### config.mk
export PLATFORM = sky130hd
export DESIGN_NAME = pwm_sample_decoder
export DESIGN_NICKNAME = d
export VERILOG_FILES = /design/src/rtl/pwm_sample_decoder.sv
export SDC_FILE = /design/constraint.sdc
export NUM_CORES = 1
export LEC_CHECK = 0
export CAP_MARGIN = 10
export CORE_MARGIN = 2
export CORE_UTILIZATION = 55
export DETAILED_ROUTE_END_ITERATION = 7
export PLACE_DENSITY = 0.85
export SYNTH_ARGS = -nofsm -noshare
export SYNTH_HDL_FRONTEND = slang
export SYNTH_SLANG_ARGS = --single-unit
### constraint.sdc
create_clock -name clk -period 2.5 [get_ports clk]
set_input_delay 0.5 -clock clk [delete_from_list [all_inputs] [get_ports clk]]
set_output_delay 0.5 -clock clk [all_outputs]
set_load 0.005 [all_outputs]
### src/rtl/pwm_sample_decoder.sv
// pwm_sample_decoder: recovers the WIDTH-bit sample carried by a PWM DAC
// stream (one frame = PERIOD clocks, high for the first `value` clocks).
// Frame alignment is derived from rising edges; there is no frame strobe.
module pwm_sample_decoder #(
   parameter int WIDTH  = 8,
   parameter int PERIOD = 256   // must equal 2**WIDTH
) (
   input  logic             clk,
   input  logic             rst,          // synchronous, active-low
   input  logic             pwm_in,
   output logic [WIDTH-1:0] sample_out,
   output logic             sample_valid,
   output logic             locked,
   output logic             err
);

   localparam logic [0:0] SEEK    = 1'b0;
   localparam logic [0:0] MEASURE = 1'b1;

   // SEEK gives up after two silent frames, then reports once per frame
   localparam logic [WIDTH:0] IDLE_LIMIT  = (WIDTH+1)'(2*PERIOD-1);
   localparam logic [WIDTH:0] IDLE_RELOAD = (WIDTH+1)'(PERIOD);

   logic             sync_q, pwm_s_q, pwm_d_q;
   logic             rise;

   logic [0:0]       state_q, state_d;
   logic [WIDTH-1:0] pos_q, pos_d;
   logic [WIDTH-1:0] high_cnt_q, high_cnt_d;
   logic [WIDTH:0]   idle_cnt_q, idle_cnt_d;
   logic [WIDTH-1:0] sample_q, sample_d;
   logic             valid_q, valid_d;
   logic             locked_q, locked_d;
   logic             err_q, err_d;

   // Two-flop synchroniser plus one delayed copy for edge detection
   always_ff @(posedge clk) begin
      if (!rst) begin
         sync_q  <= 1'b0;
         pwm_s_q <= 1'b0;
         pwm_d_q <= 1'b0;
      end else begin
         sync_q  <= pwm_in;
         pwm_s_q <= sync_q;
         pwm_d_q <= pwm_s_q;
      end
   end

   assign rise = pwm_s_q & ~pwm_d_q;

   // Frame search / measurement next-state logic
   always_comb begin
      state_d    = state_q;
      pos_d      = pos_q;
      high_cnt_d = high_cnt_q;
      idle_cnt_d = idle_cnt_q;
      sample_d   = sample_q;
      valid_d    = 1'b0;
      locked_d   = locked_q;
      err_d      = 1'b0;

      case (state_q)
         SEEK: begin
            // A rise always wins over the idle timeout landing on the same
            // cycle: the line is clearly toggling, so start measuring.
            if (rise) begin
               state_d    = MEASURE;
               pos_d      = WIDTH'(1);
               high_cnt_d = WIDTH'(1);
               idle_cnt_d = '0;
            end else if (idle_cnt_q == IDLE_LIMIT) begin
               idle_cnt_d = IDLE_RELOAD;
               if (pwm_s_q) begin
                  err_d = 1'b1;           // stuck high, nothing to report
               end else begin
                  sample_d = '0;          // silent line means value 0
                  valid_d  = 1'b1;
               end
            end else begin
               idle_cnt_d = idle_cnt_q + 1'b1;
            end
         end

         MEASURE: begin
            pos_d = pos_q + 1'b1;
            if (pos_q != '0) begin
               if (rise) begin
                  // Misaligned or second pulse: realign on this edge
                  err_d      = 1'b1;
                  locked_d   = 1'b0;
                  pos_d      = WIDTH'(1);
                  high_cnt_d = WIDTH'(1);
               end else begin
                  high_cnt_d = high_cnt_q + WIDTH'(pwm_s_q);
               end
            end else if (pwm_s_q && pwm_d_q) begin
               // High across a whole frame: no legal DAC value does this
               err_d      = 1'b1;
               locked_d   = 1'b0;
               state_d    = SEEK;
               idle_cnt_d = '0;
            end else begin
               sample_d   = high_cnt_q;
               valid_d    = 1'b1;
               locked_d   = 1'b1;
               high_cnt_d = WIDTH'(pwm_s_q);
            end
         end

         default: state_d = SEEK;
      endcase
   end

   // State and registered outputs
   always_ff @(posedge clk) begin
      if (!rst) begin
         state_q    <= SEEK;
         pos_q      <= '0;
         high_cnt_q <= '0;
         idle_cnt_q <= '0;
         sample_q   <= '0;
         valid_q    <= 1'b0;
         locked_q   <= 1'b0;
         err_q      <= 1'b0;
      end else begin
         state_q    <= state_d;
         pos_q      <= pos_d;
         high_cnt_q <= high_cnt_d;
         idle_cnt_q <= idle_cnt_d;
         sample_q   <= sample_d;
         valid_q    <= valid_d;
         locked_q   <= locked_d;
         err_q      <= err_d;
      end
   end

   assign sample_out   = sample_q;
   assign sample_valid = valid_q;
   assign locked       = locked_q;
   assign err          = err_q;

endmodule

==> impl_metrics.toml <==
[sta]
post-route-period-util_pct = 83.2
slew_headroom_pct = 63.0
worst_slew_pin_slew_ns = 0.554
grt_setup_unrepaired = "no"
max_freq_ghz = 0.481
holdWs_ns = 0.463
skew_ns = 0.00954
slew_violations = 0
finalSetupViolations = 0
final.min_clock_period_ns = 2.08
setup_tns_ns = 0
hold_violations = 0

[synthesis]
syn_area_per_cell_um2 = 8.55
synth.ff_latch_count = 40
seq_area_frac_synth_pct = 41.8
async_reset_ff_share_pct = 0
syn-instance-count = 224
ys_warn_count = 0
synth-edff-count = 0
synth_fp_nets = 232
synthDistinctLibCells = 45
synth-main-ff-cell = "dfxtp_1"
netlist_area_um2 = 1910

[final_layout]
fin_util_pct = 65.4
final_cells = 289
layout_common_cells = "dfxtp_1, nand2_1, nand3_1, clkdlybuf4s50_1"
finish.net_count = 250
final_common_cell = "dfxtp_1"
area_growth_pct = 14.1
layout-drive-gt1-share_pct = 10.7
num_antenna_cells = 0

[global_routing]
grt_usage_pct = 23.0
overflow = 0
grt_max_degree = 23
grt_pass1_vias = 1593
grt_first_pass_wirelength_mm = 7.19
antenna_found_initial = 0

[clocking]
cts_resized = 0
clk_latency_ns = 0.36
cts_inserted_buffers = 5
postCtsHoldBufs = 0
clk_pin_slew_ns = 0.13
h-tree-depth = 2
clock-sinks = 40
cts.path.max_buffers = 2
root_buffer = "clkbuf_4"
cts_tree = "done"
cts_setup_buffers = 0

[power]
p_leak_nw = 0.816
powerDensity_nw_per_um2 = 517
vdd_drop_max_mv = 0.371
fin_total_pwr_w = 0.00113

[floorplanning]
rows = 21
dieArea_um2 = 3970
start_util_pct = 57.4
die_x_um = 63.0
coreArea_um2 = 3340
die_y_um = 63.0
ios = 14

[drt]
ant_nets = 0
finalWirelength_mm = 4.18
wl_per_cell_um = 14.5
drc = 0
vias = 1696
via_per_inst = 5.87
first_pass_iters = 4
drtIter0Drc = 109

[place]
place_hpwl_mm = 2.87
place.gp.congestion = 0.814
portBuffers = 13
place_inst = 281

[critical_path]
cp-start-kind = "flip-flop"
crit_required_ns = 2.75
cp_max_fo = 9
cp_data_arrival_time_ns = 2.33
crit_type = "reg -> reg"
cp-end-kind = "flip-flop"

[min_path]
hold_class = "reg -> reg"

[run_status]
status = "completed"

[run]
drv_cap = 0
==> sequential cells by signal (all words and copies together) (netlist names) <==
name / cells
pwm_s_q: 1
state_q: 1
sample_valid: 1
err: 1
sync_q: 1
sample_out: 8
high_cnt_q: 8
locked: 1
idle_cnt_q: 9
pos_q: 8
pwm_d_q: 1
==> cells in the mapped netlist (3+ instances only) <==
cell type | count | share of area (%)
a21oi_1 | 11 | 2.9
a311oi_1 | 3 | 1.4
a31oi_1 | 11 | 3.6
and2_1 | 4 | 1.3
and3_1 | 3 | 0.98
clkbuf_1 | 9 | 1.8
dfxtp_1 | 40 | 42
ha_1 | 5 | 3.3
inv_1 | 7 | 1.4
mux2i_1 | 8 | 4.2
nand2_1 | 30 | 5.9
nand3_1 | 20 | 5.2
nand4_1 | 4 | 1.3
nor2_1 | 11 | 2.2
nor3_1 | 5 | 1.3
o211ai_1 | 4 | 1.6
o21ai_0 | 7 | 1.8
or3_1 | 3 | 0.98
==> cells by family (layout without fill, tap and decap cells) <==
group	Yosys count	count (layout)	share of synthesized area, %
buffers and inverters	19	38	4.57
multiplexers	8	8	4.18
AND/OR/NAND/NOR	93	93	24.4
AO/OA/AOI/OAI	56	56	20.3
adder cells (fa/ha/maj)	5	5	3.27
XOR/XNOR	3	3	1.37
flip-flops	40	40	41.8
==> final cells by class <==
type                            instances  area [um^2]
Clock inverter                          2         15.0
Sequential cell                        40          801
Fill cell                             283         1150
Inverter                                7         26.3
Multi-Input combinational cell        165         1030
Timing Repair Buffer                   23          205
Tap cell                               46         57.6
Clock buffer                            6         51.3
==> stage by stage <==
| step | area (um^2) | worst slack [ns] |
|---|---|---|
| after floorplan | 1910 | 0.678 |
| after global placement | 2120 | 0.490 |
| after detailed placement | 2120 | 0.448 |
| after CTS | 2180 | 0.431 |
| after global routing | 2180 | 0.319 |
| final | 2180 | 0.419 |
==> path summary, 6_finish.rpt <==
path	startpoint	end	slack, ns	cells past startpoint
min	sync_q$_SDFF_PN0_	pwm_s_q$_SDFF_PN0_	0.46	1
max reg2reg	idle_cnt_q[0]$_SDFFE_PN0P_	sample_out[3]$_SDFFE_PN0P_	0.42	5
min reg2reg	sync_q$_SDFF_PN0_	pwm_s_q$_SDFF_PN0_	0.46	1
max	idle_cnt_q[0]$_SDFFE_PN0P_	sample_out[3]$_SDFFE_PN0P_	0.42	5
==> report_power, final <==
| group | internal (W) | switching [W] |
|---|---|---|
| Clock | 0.000136 | 0.000228 |
| Sequential | 0.000650 | 0.0000120 |
| Combinational | 0.0000428 | 0.0000604 |
==> worst max-delay path, stage by stage, from the launching register on <==
cell and delay, ns:
dfxtp_1 0.38, ha_1 0.21, nand3_2 0.12, or3_1 0.50, o32a_1 0.58, mux2i_1 0.19
==> layer usage <==
metal / wire length [um] / vias to the layer above / GRT usage, %
met3: 104 / 6 / 6.13
met1: 2030 / 811 / 28.1
li1: - / 863 / -
met2: 1990 / 16 / 38.3
met4: 62 / 0 / 8.89
met5: 0 / - / 0
(Power assumes the default switching activity.)
